===== src/rtl/bmu_pkg.sv =====
// Shared types and helpers for the pipelined branch-metric unit.
package bmu_pkg;

  // Hypothesis code: bit1 = expected I bit, bit0 = expected Q bit.
  typedef logic [1:0] hyp_t;

  localparam hyp_t HYP_00 = 2'b00;
  localparam hyp_t HYP_01 = 2'b01;
  localparam hyp_t HYP_10 = 2'b10;
  localparam hyp_t HYP_11 = 2'b11;

  // Metric selection, carried with each pair through the pipe.
  typedef enum logic {
    MET_L2 = 1'b0,
    MET_L1 = 1'b1
  } met_mode_e;

  // Largest soft value for a given width (strong '1').
  function automatic int soft_max(input int w);
    return (1 << w) - 1;
  endfunction

endpackage


===== src/rtl/bmu_lane.sv =====
// One hypothesis lane: stage-1 distance registers, stage-2 metric register.
module bmu_lane
  import bmu_pkg::*;
#(
  parameter hyp_t EXP_OBS_OUT = HYP_00,
  parameter int   SOFT_W      = 8,
  parameter int   MET_W       = 20
) (
  input  logic              clk,
  input  logic              sys_rst_n,
  input  logic              en_a,
  input  logic              en_b,
  input  logic [SOFT_W-1:0] x_i,
  input  logic [SOFT_W-1:0] x_q,
  input  logic              erase_i,
  input  logic              erase_q,
  input  logic              mode_l1,
  output logic [MET_W-1:0]  met
);

  localparam logic [SOFT_W-1:0] MAX = SOFT_W'(soft_max(SOFT_W));

  logic [SOFT_W-1:0] di_d, di_q, dq_d, dq_q;
  met_mode_e         mode_d, mode_q;
  logic [MET_W-1:0]  met_d, met_q;
  logic [MET_W-1:0]  di_w, dq_w;

  // Stage-1 distance per lane; an erased symbol contributes nothing.
  always_comb begin
    di_d   = EXP_OBS_OUT[1] ? (MAX - x_i) : x_i;
    dq_d   = EXP_OBS_OUT[0] ? (MAX - x_q) : x_q;
    mode_d = met_mode_e'(mode_l1);
    if (erase_i) di_d = '0;
    if (erase_q) dq_d = '0;
  end

  // Stage-2 metric from registered distances, widened before the math.
  always_comb begin
    di_w  = MET_W'(di_q);
    dq_w  = MET_W'(dq_q);
    met_d = (mode_q == MET_L1) ? (di_w + dq_w) : (di_w * di_w + dq_w * dq_w);
  end

  // Pipeline registers; each stage loads only when the top advances it.
  always_ff @(posedge clk or negedge sys_rst_n) begin
    if (!sys_rst_n) begin
      di_q   <= '0;
      dq_q   <= '0;
      mode_q <= MET_L2;
      met_q  <= '0;
    end else begin
      if (en_a) begin
        di_q   <= di_d;
        dq_q   <= dq_d;
        mode_q <= mode_d;
      end
      if (en_b) met_q <= met_d;
    end
  end

  assign met = met_q;

endmodule


===== src/rtl/bmu_pipe.sv =====
// Pipelined branch-metric unit: four hypothesis lanes, two-stage valid/ready pipe,
// delivered-symbol counter.
//
// Handshake: a pair transfers on s_valid && s_ready, metrics on m_valid && m_ready.
// Valid must not depend on ready; s_ready is combinational from downstream ready
// (no skid buffer): advB = !vB || m_ready, advA = !vA || advB, s_ready = advA.
module bmu_pipe
  import bmu_pkg::*;
#(
  parameter int SOFT_W  = 8,
  parameter int MET_W   = 20,
  parameter int TWOS_IN = 0,
  parameter int CNT_W   = 32
) (
  input  logic               clk,
  input  logic               sys_rst_n,
  input  logic               s_valid,
  output logic               s_ready,
  input  logic [SOFT_W-1:0]  in_i,
  input  logic [SOFT_W-1:0]  in_q,
  input  logic               erase_i,
  input  logic               erase_q,
  input  logic               mode_l1,
  output logic               m_valid,
  input  logic               m_ready,
  output logic [4*MET_W-1:0] met_out,
  output logic [CNT_W-1:0]   sym_count
);

  generate
    if (MET_W < 2 * SOFT_W + 1) begin : g_bad_met_w
      $error("bmu_pipe: MET_W must be at least 2*SOFT_W+1");
    end
  endgenerate

  localparam logic [SOFT_W-1:0] MSB_MASK = {1'b1, {(SOFT_W-1){1'b0}}};

  logic              va_d, va_q, vb_d, vb_q;
  logic [CNT_W-1:0]  cnt_d, cnt_q;
  logic              adv_a, adv_b, en_a, en_b;
  logic [SOFT_W-1:0] x_i, x_q;

  // Two's complement inputs become offset binary by flipping the sign bit.
  always_comb begin
    x_i = (TWOS_IN != 0) ? (in_i ^ MSB_MASK) : in_i;
    x_q = (TWOS_IN != 0) ? (in_q ^ MSB_MASK) : in_q;
  end

  // Stage advance, valid propagation and delivered-symbol count.
  always_comb begin
    adv_b = !vb_q || m_ready;
    adv_a = !va_q || adv_b;
    en_a  = adv_a && s_valid;
    en_b  = adv_b && va_q;
    va_d  = adv_a ? s_valid : va_q;
    vb_d  = adv_b ? va_q : vb_q;
    cnt_d = (vb_q && m_ready) ? (cnt_q + CNT_W'(1)) : cnt_q;
  end

  // Valid bits and counter; in-flight pairs are dropped on reset.
  always_ff @(posedge clk or negedge sys_rst_n) begin
    if (!sys_rst_n) begin
      va_q  <= 1'b0;
      vb_q  <= 1'b0;
      cnt_q <= '0;
    end else begin
      va_q  <= va_d;
      vb_q  <= vb_d;
      cnt_q <= cnt_d;
    end
  end

  for (genvar h = 0; h < 4; h++) begin : g_lane
    bmu_lane #(
      .EXP_OBS_OUT (hyp_t'(h)),
      .SOFT_W      (SOFT_W),
      .MET_W       (MET_W)
    ) u_lane (
      .clk       (clk),
      .sys_rst_n (sys_rst_n),
      .en_a      (en_a),
      .en_b      (en_b),
      .x_i       (x_i),
      .x_q       (x_q),
      .erase_i   (erase_i),
      .erase_q   (erase_q),
      .mode_l1   (mode_l1),
      .met       (met_out[h*MET_W +: MET_W])
    );
  end

  assign s_ready   = adv_a;
  assign m_valid   = vb_q;
  assign sym_count = cnt_q;

endmodule


===== config.mk =====
export PLATFORM = sky130hd
export DESIGN_NAME = bmu_pipe
export DESIGN_NICKNAME = d
export VERILOG_FILES = /design/src/rtl/bmu_pkg.sv /design/src/rtl/bmu_lane.sv /design/src/rtl/bmu_pipe.sv
export SDC_FILE = /design/constraint.sdc
export NUM_CORES = 1
export LEC_CHECK = 0
export CAP_MARGIN = 20
export CORE_MARGIN = 1
export CORE_UTILIZATION = 45
export DETAILED_ROUTE_END_ITERATION = 8
export GPL_TIMING_DRIVEN = 0
export SLEW_MARGIN = 10
export SYNTH_ARGS = -nofsm -noshare
export SYNTH_HDL_FRONTEND = slang
export SYNTH_SLANG_ARGS = --single-unit

===== constraint.sdc =====
create_clock -name clk -period 6.12 [get_ports clk]
set_input_delay 0.612 -clock clk [delete_from_list [all_inputs] [get_ports clk]]
set_output_delay 0.612 -clock clk [all_outputs]
set_load 0.005 [all_outputs]

== Word level (Yosys, flattened, before mapping) ==
Cells that the tools add are included.

* Multipliers: 4
* Div/mod/pow operators: 0
* Shift-type cells: 0
* Bitwise logic cells: 0
* Add/sub/neg operators: 11
* Eq/ne operators: 0
* Magnitude comparators: 0
* Multiplexer cells: 8
* Reduce and logical (&&, ||, !) cells: 7

{| class="wikitable"
|+ Operators by type and width
! kind !! number
|-
| two-way mux 20 bit || 4
|-
| adder 16 x 16 -> 17 bit || 4
|-
| multiplier 8 x 8 -> 16 bit || 4
|-
| adder 8 x 8 -> 9 bit || 4
|-
| adder 32 x 1 -> 32 bit (second input constant) || 1
|-
| two-way mux 8 bit || 4
|-
| subtractor 8 bit (first input constant) || 2
|-
| logical AND 1 bit || 3
|-
| zero test 1 bit || 2
|-
| logical OR 1 bit || 2
|}

* Word-level logic and storage cells: 42
* Bits in registers: 147
* Memories kept: 0
* Bits of input ports: 23
* Memory bits (writable): 0
* Output and inout port bits: 114
* Bits in latches: 0
* Memory bits (read-only): 0

== Depth between registers and ports, before layout ==
Gate-level depths: netlist of the first run.

* Word-level depth: 4
* Depth in mapped cells: 25
* Mapped depth without buffers: 24

== Hierarchy ==
From an unflattened synthesis of the first run, not the netlist that was laid out.

* Cells, all modules: 2,283
* Area, all modules: 22,052.4 µm²

{| class="wikitable"
|+ Modules (own cells, without submodules)
! module !! cells an instance !! seq. area each (µm²) !! area an instance (µm²) !! times used
|-
| bmu_lane at g_lane[2].u_lane || 548 || 850.8 || 5,217.5 || 1
|-
| bmu_lane at g_lane[1].u_lane || 539 || 850.8 || 5,116.2 || 1
|-
| bmu_lane at g_lane[3].u_lane || 522 || 850.8 || 5,093.6 || 1
|-
| bmu_lane at g_lane[0].u_lane || 538 || 850.8 || 5,058.6 || 1
|-
| bmu_pipe || 136 || 850.8 || 1,566.5 || 1
|}

== Worst setup path after synthesis of the first run ==
OpenSTA, ideal clock, no wires.

* Kind: flip-flop to flip-flop
* Start: register, netlist name g_lane[2].u_lane.di_q[2]
* End: register g_lane[3].u_lane.met_q[14]
* Data required time: 5.989 ns
* Clock period less this slack: 5.436 ns
* Arrival: 5.305 ns
* Slack: 0.684 ns
* Library setup time: 0.131 ns
* Path buffers: 1
* Stages on the path, launching flop included: 22
* Path through: dfrtp_1 -> clkbuf_1 -> nand2_1 -> fa_1 -> inv_1 -> fa_1 -> fa_1 -> inv_1 -> fa_1 -> inv_1 -> ha_1 -> a21o_1 -> a31o_2 -> a21oi_1 -> o2bb2ai_1 -> xnor2_1 -> ha_1 -> a21oi_1 -> nor2_1 -> a311oi_1 -> nor2_1 -> or3_1

{| class="wikitable"
|+ RTL lines
! element !! line !! RTL
|-
| end signal, assigned || bmu_lane.sv:57 || <nowiki>if (en_b) met_q <= met_d;</nowiki>
|-
| end, declared || bmu_lane.sv:25 || <nowiki>logic [MET_W-1:0] met_d, met_q;</nowiki>
|}

== Worst setup path after layout of the first run ==
* Start: register g_lane[2].u_lane.di_q[6]
* End: register g_lane[2].u_lane.met_q[15]

* Word-level cells in the longest chain between the ends: 3

{| class="wikitable"
|+ RTL lines
! element !! line !! RTL
|-
| start, declared || bmu_lane.sv:23 || <nowiki>logic [SOFT_W-1:0] di_d, di_q, dq_d, dq_q;</nowiki>
|-
| start signal, assigned || bmu_lane.sv:53 || <nowiki>di_q <= di_d;</nowiki>
|-
| multiplier 8 x 8 -> 16 bit || bmu_lane.sv:41 || <nowiki>met_d = (mode_q == MET_L1) ? (di_w + dq_w) : (di_w * di_w + dq_w * dq_w);</nowiki>
|-
| adder 16 x 16 -> 17 bit || bmu_lane.sv:41 ||
|-
| two-way mux 20 bit || bmu_lane.sv:41 ||
|-
| end signal, assigned || bmu_lane.sv:57 ||
|-
| end, declared || bmu_lane.sv:25 ||
|}

Every way passes these cells.
A chain may end at the register's enable or synchronous reset.

==> summary.md, run 1 <==
| Metric | Value |
|---|---|
| Status | finished clean |
| Slew @ Worst Pin | 0.939 ns |
| WP buf/inv | 4 |
| Initial Utilization | 0.459 |
| Worst skew pair latency | 0.44 ns |
| Sequential fraction of the synthesis area | 0.218 |
| Post-synth EDFFs | 0 |
| CP Data Required Time | roughly 6.4 ns |
| CTS Buffer Depth | 2 |
| CTS sink count | between 100 and 150 |
| Pre-antenna DRT Iters | 5 |
| CTS clk-pin slew, worst paths | approximately 0.070 ns |
| Overall Power | around 0.0053 W |
| Root Driver | clkbuf_16 |
| Fraction of layout cells with a size suffix above 1 | 0.0735 |
| Post-layout util | 0.540 |
| Peak VDD IR | approximately 0.24 mV |
| Via density per instance | roughly 5.5 |
| Cell count after synthesis | ~1,800 |
| Top Ports | around 140 |
| Synth Register Bits | around 140 |
| Rows | 67 |
| R2R setup slack | roughly 0.23 ns |
| Final WL | 44.7 mm |
| Avg Inst Size Synth | between 8 and 9 um^2 |
| IO buf count | roughly 120 |
| CORE AREA | 33,700 um^2 |
| F_max | 170 MHz |
| Hpwl dp | roughly 36 mm |
| Largest net degree at the start of global routing | just over 70 |
| First-pass GRT wire length | between 70 and 80 mm |
| Clock skew | between 0.009 and 0.01 ns |
| Final Cycle Share | 0.963 |
| Final Critical Period | about 5.9 ns |
| Crit path max-delay cell type | fa_1 |
| CP Cell Sequence | clkbuf_4 -> nand2_1 -> inv_1 -> ha_1 -> a31o_2 -> fa_1 -> inv_1 -> fa_1 -> fa_1 -> inv_1 -> ha_1 -> o21a_1 -> nor3_1 -> nor2_1 -> a31o_2 -> a21oi_1 -> xnor2_2 -> ha_1 -> a21o_1 -> a21o_1 -> a21oi_1 -> o41ai_1 -> xnor2_1 -> o21ai_1 |
| Synth cell types | 82 |
| Total GRT Usage | 0.259 |
| Diode count | 0 |
| Htree depth | 4 |
| Cell Pwr Density | 293 nW/um^2 |
| WL/cell | ~19 um |
| Max Cap Viol | 0 |
| Design Area, Final | 18,200 um^2 |
| Initial antenna violation count | 0 |
| Gpl congestion | between 0.9 and 1 |
| Setup TNS | 0 ns |
| Hold slack | roughly 0.10 ns |
| Final ANT Viol Nets | 0 |
| Top cells by area, synth | dfrtp_1 (22%), ha_1 (16%), fa_1 (13%), xnor2_1 (5.4%), inv_1 (4.9%) |
| Family with the most delay on the worst path | adder cells |
| Fin. Hold Viols | 0 |
| Die area | 35,100 um^2 |
| GRT overflow | 0 |
| # nets final | about 2,300 |
| Slew margin rel. | 0.374 |
| Crit-path max FO | 10 |
| Die width | between 150 and 200 um |
| Number of global-route vias before repair | 13,000 |
| Area Growth Syn to Fin | 17.7% |
| DRC errors left | 0 |
| Arr. time, crit path | between 6 and 7 ns |
| Cell Area, Synth | approximately 15,000 um^2 |
| Area leader, netlist | dfrtp_1 |
| Slew Limit Fails | 0 |
| Synth top area share | 0.218 |
| Top FF cell, synth | dfrtp_1 |
| CTS tree | built |
| Setup CP Type | reg2reg |
| Die H | around 190 um |
| CTS buffer count | 17 |
| Number of hold-repair buffers added at the cts stage | 0 |
| CP max stage delay | 0.54 ns |
| Count leader, synth | ha_1 |
| Post-synth ARST share | 1.00 |
| Hold Crit Class | in2async |
| Vias | approximately 13,000 |
| Critical Path End Type | flop |
| DR iter-0 viols | between 700 and 800 |
| Placed inst area | 17,400 um^2 |
| # setup viols final | 0 |
| Crit start category | flop |
| Filler cell count in the final layout | around 3,200 |
| Top cells by count, synth | ha_1 (203), inv_1 (202), nand2_1 (191), dfrtp_1 (135), o21ai_0 (122) |
| Synth Warn # | 0 |
| Leakage | slightly below 9 nW |
[layout by cell type (no fill, tap or decap), types with 17 or more instances in the layout]
master,count
inv_1,201
ha_1,198
nand2_1,191
clkdlybuf4s50_1,123
dfrtp_1,121
o21ai_0,120
fa_1,104
a21oi_1,94
xnor2_1,90
nor2_1,80
and2_1,69
xor2_1,41
nand2b_1,37
a21o_1,35
clkbuf_1,33
buf_4,28
o21a_1,22
o31ai_1,22
nor3_1,19
nand3_1,19
a211oi_1,17
clkbuf_16,17
[sequential cells by signal, indices dropped and copies added (netlist names)]
register / cells
g_lane.u_lane.di_q: 16
g_lane.u_lane.dq_q: 16
g_lane.u_lane.met: 68
g_lane.u_lane.mode_q: 1
m_valid: 1
sym_count: 32
va_q: 1
[cell type report]
cell class | instances | area [um^2] | share of cell area
Clock inverter | 14 | 140 | 0.00769
Clock buffer | 18 | 439 | 0.0241
Buffer | 62 | 315 | 0.0173
Inverter | 202 | 762 | 0.0418
Sequential cell | 135 | 3400 | 0.186
Multi-Input combinational cell | 1377 | 11200 | 0.617
Timing Repair Buffer | 137 | 1360 | 0.0749
Tap cell | 448 | 561 | 0.0308
[metal layers]
layer | routed length [um] | part of all wire | track usage
met4 | 1610 | 0.036 | 0.0972
met3 | 2390 | 0.053 | 0.0413
met5 | 0 | 0 | 0
met2 | 19800 | 0.44 | 0.410
met1 | 20900 | 0.47 | 0.357
[repair_timing]
item                       4_1_cts  5_1_grt
pin swaps                        1        5
setup buffers                    1       11
setup endpoints to repair       16       23
gates resized for setup         14       55
[final timing paths]
check                                                startpoint                                   end  cells after the start
max in group asynchronous                             sys_rst_n  g_lane[0].u_lane.dq_q[7]$_DFFE_PN0P_                      2
min in group clk           g_lane[3].u_lane.met[15]$_DFFE_PN0P_  g_lane[3].u_lane.met[15]$_DFFE_PN0P_                      2
max                        g_lane[2].u_lane.di_q[6]$_DFFE_PN0P_  g_lane[2].u_lane.met[15]$_DFFE_PN0P_                     24
max reg2reg                g_lane[2].u_lane.di_q[6]$_DFFE_PN0P_  g_lane[2].u_lane.met[15]$_DFFE_PN0P_                     24
min                                                   sys_rst_n              sym_count[2]$_DFFE_PN0P_                      1
min reg2reg                g_lane[3].u_lane.met[15]$_DFFE_PN0P_  g_lane[3].u_lane.met[15]$_DFFE_PN0P_                      2
[where the power goes]
part,internal [W],total [W],switching (W)
Sequential,0.00109,0.00132,0.000231
Clock,0.000581,0.00104,0.000459
Combinational,0.00132,0.00298,0.00165
Total,0.00299,0.00533,0.00234
[logic make-up after synthesis]
family                     Yosys count  synth area share
muxes                                7           0.00477
and+or+nand+nor                    494             0.159
DFF                                135             0.218
buffers and inverters              266            0.0681
other                                1          0.000242
AOI/OAI and AO/OA                  415             0.170
xor gates and xnor gates           142            0.0813
adders and majority gates          307             0.299
[per-stage QoR]
step | std cells | setup WS, ns
2_1_floorplan | 1778 | 0.684
3_3_place_gp | 2350 | -1.35
3_5_place_dp | 2351 | -0.359
4_1_cts | 2384 | -0.0270
5_1_grt | 2393 | -0.0185
6_report | 2393 | 0.226
(Power assumes the default switching activity.)
==> inputs of run 2 (changes only) <==
==> constraint.sdc (replaced) <==
create_clock -name clk -period 7.4 [get_ports clk]
set_input_delay 0.74 -clock clk [delete_from_list [all_inputs] [get_ports clk]]
set_output_delay 0.74 -clock clk [all_outputs]
set_load 0.005 [all_outputs]
==> run 2 against run 1 <==
  * Clock-buffer cell count stayed put
  * Combinational power down 19%
  * Utilization shrank 0.83 points
  * Register-to-register slack better by 0.60 ns
  * Wire length is 0.25% lower
  * Design area down 1.5%
  * Non-clock buffer count is 10 lower
  * Cell count decreased by 0.42%
  * Critical endpoint is now g_lane[0].u_lane.met[14]$_DFFE_PN0P_
  * Via count decreased by 0.55%
==> summary.md, run 2 (synthesized netlist as in run 1, its figures left out) <==
| Metric | Value |
|---|---|
| Largest net degree at the start of global routing | 72 (unchanged) |
| Pre-antenna DRT Iters | 5 (unchanged) |
| Slew Limit Fails | 0 (unchanged) |
| CTS buffer count | 17 (unchanged) |
| Commonest non-fill, non-tap cell in the layout | ha_1 |
| Total GRT Usage | 0.259 (about the same) |
| Setup TNS | 0 ns (unchanged) |
| Slew margin rel. | 0.378 (+0.00326) |
| Fin. Hold Viols | 0 (unchanged) |
| Post-layout util | 0.532 (-0.00828) |
| CTS Buffer Depth | 2 (unchanged) |
| Clk network pwr share | 0.197 (+0.002) |
| Hpwl dp | 35.7 mm (unchanged) |
| Status | finished clean |
| Number of hold-repair buffers added at the cts stage | 0 (unchanged) |
| Final Cycle Share | 0.889 (-0.0743) |
| Area Growth Syn to Fin | 15.9% |
| Root Driver | clkbuf_16 |
| Slew @ Worst Pin | 0.934 ns (-0.00489 ns) |
| CTS tree | built |
| CORE AREA | 33,700 um^2 (unchanged) |
| FF-to-FF path depth | 21 (-13%) |
| Diode count | 0 (unchanged) |
| Die width | 187 um (unchanged) |
| Die area | 35,100 um^2 (unchanged) |
| CP Data Required Time | 7.73 ns (+1.30 ns) |
| Critical Path End Type | flop |
| # nets final | 2,252 (-0.44%) |
| # setup viols final | 0 (unchanged) |
| First-pass GRT wire length | 70.8 mm (about the same) |
| Initial antenna violation count | 0 (unchanged) |
| Final ANT Viol Nets | 0 (unchanged) |
| WP buf/inv | 3 (-1) |
| WL/cell | 18.7 um (+0.17%) |
| CTS clk-pin slew, worst paths | 0.07 ns (about the same) |
| Number of flip-flops in the largest register | 68 (unchanged) |
| Rows | 67 (unchanged) |
| Reg2reg end | g_lane[0].u_lane.met[14]$_DFFE_PN0P_ |
| Via density per instance | 5.47 (-0.13%) |
| Top Ports | 137 (unchanged) |
| Htree depth | 4 (unchanged) |
| Crit start category | flop |
| Switch Pwr | 0.00193 W (-18%) |
| Die H | 187 um (unchanged) |
| Hold Crit Class | in2async |
| DR iter-0 viols | 657 (-9.0%) |
| Arr. time, crit path | 6.90 ns (+0.70 ns) |
| Worst r2r src | g_lane[1].u_lane.di_q[6]$_DFFE_PN0P_ |
| Final WL | 44.6 mm (-0.25%) |
| CTS sink count | 135 (unchanged) |
| Clock skew | 0.00816 ns (-0.00117 ns) |
| GRT overflow | 0 (unchanged) |
| Family with the most delay on the worst path | adder cells |
| R2R setup slack | 0.82 ns (+0.60 ns) |
| Sw Ratio | 0.441 (+0.00182) |
| Filler cell count in the final layout | 3,170 (+0.063%) |
| # resized after CTS | 0 (-14) |
| Initial Utilization | 0.459 (unchanged) |
| Max Cap Viol | 0 (unchanged) |
| Crit path max-delay cell type | xnor2_1 |
| Gpl congestion | 0.910 (unchanged) |
| IO buf count | 124 (unchanged) |
| Vias | 13,000 (-0.55%) |
| DRC errors left | 0 (unchanged) |
| Number of global-route vias before repair | 13,000 (-0.069%) |
| Worst skew pair latency | 0.44 ns (about the same) |
| CP max stage delay | 0.60 ns (+0.06 ns) |
| Cell Pwr Density | 244 nW/um^2 (-17%) |
| CP Cell Sequence | clkbuf_1 -> and2_1 -> ha_1 -> a31o_2 -> fa_1 -> inv_1 -> fa_1 -> fa_1 -> inv_1 -> ha_1 -> o21a_1 -> a2111oi_2 -> o41ai_1 -> a21oi_1 -> xnor2_1 -> ha_1 -> a21oi_1 -> o21ai_0 -> nor2_1 -> o21ai_0 -> o221a_2 |
| Fraction of layout cells with a size suffix above 1 | 0.0434 (-0.0301) |
| RSZ-0062 raised after global routing | no |
| Pint | 0.00244 W (-18%) |
| Most frequent cells in the layout | ha_1 (203), inv_1 (202), nand2_1 (191) |
| Reg power frac | 0.249 (+0.002) |
| Crit-path max FO | 10 (unchanged) |
| F_max | 152 MHz (-10%) |
| Setup CP Type | reg2reg |
| Peak VDD IR | 0.195 mV (-17%) |
| Combinational share of power | 0.554 (-0.004) |
| Final Critical Period | 6.58 ns (+0.683 ns) |
| Post-CTS setup buffer count | 0 (-1) |
| Leakage | 8.70 nW (-1.3%) |
[run 2: changes by cell type in the layout (fill, tap and decap cells not counted), sizes merged]
cell      delta
inv          +1
clkinvlp     -1
clkbuf       +4
buf         -14
[run 2: layer usage]
metal	GRT usage	vias up	wire length [um]
met1	0.356	6252	20900
met4	0.0969	0	1510
met2	0.410	388	19800
met3	0.0415	90	2450
li1	-	6315	-
met5	0	-	0
[run 2: power groups by stage]
stage               sequential [W]  clock [W]  combinational [W]
finish                     0.00109   0.000859            0.00242
global route               0.00111   0.000901            0.00270
CTS                        0.00109   0.000871            0.00241
detailed placement         0.00110          0            0.00239
global placement           0.00110          0            0.00236
floorplan                  0.00103          0            0.00159
[run 2: how the worst max path moves through the flow]
stage / slack [ns] / cells past startpoint / endpoint / startpoint
after floorplan: 1.96 / 21 / g_lane[3].u_lane.met[14]$_DFFE_PN0P_ / g_lane[2].u_lane.di_q[2]$_DFFE_PN0P_
after global placement: -0.20 / 1 / g_lane[2].u_lane.met[0]$_DFFE_PN0P_ / sys_rst_n
after detailed placement: 0.92 / 21 / g_lane[0].u_lane.met[14]$_DFFE_PN0P_ / g_lane[1].u_lane.di_q[6]$_DFFE_PN0P_
after CTS: 0.88 / 21 / g_lane[0].u_lane.met[14]$_DFFE_PN0P_ / g_lane[1].u_lane.di_q[6]$_DFFE_PN0P_
after global routing: 0.51 / 21 / g_lane[0].u_lane.met[14]$_DFFE_PN0P_ / g_lane[1].u_lane.di_q[6]$_DFFE_PN0P_
final: 0.82 / 21 / g_lane[0].u_lane.met[14]$_DFFE_PN0P_ / g_lane[1].u_lane.di_q[6]$_DFFE_PN0P_
[run 2: stage by stage]
step,cells,hold slack [ns],setup WS [ns],total power (W),cell area (um^2)
finish,2383,0.226,0.824,0.00437,17900
CTS,2383,0.264,0.885,0.00437,17900
floorplan,1778,0.444,1.96,0.00262,15500
global placement,2350,0.460,-0.203,0.00346,17300
detailed placement,2351,0.469,0.921,0.00349,17400
global route,2383,0.279,0.510,0.00470,17900
[run 2: cell type report]
cell class / instances / area [um^2] / share of cell area
flip-flops and latches: 135 / 3380 / 0.188
well taps: 448 / 561 / 0.0313
multi-input cells: 1377 / 11100 / 0.618
plain buffers: 64 / 297 / 0.0165
clock inverters: 14 / 140 / 0.00781
repair buffers: 125 / 1270 / 0.0710
clock buffers: 18 / 439 / 0.0245
inverters: 202 / 758 / 0.0423
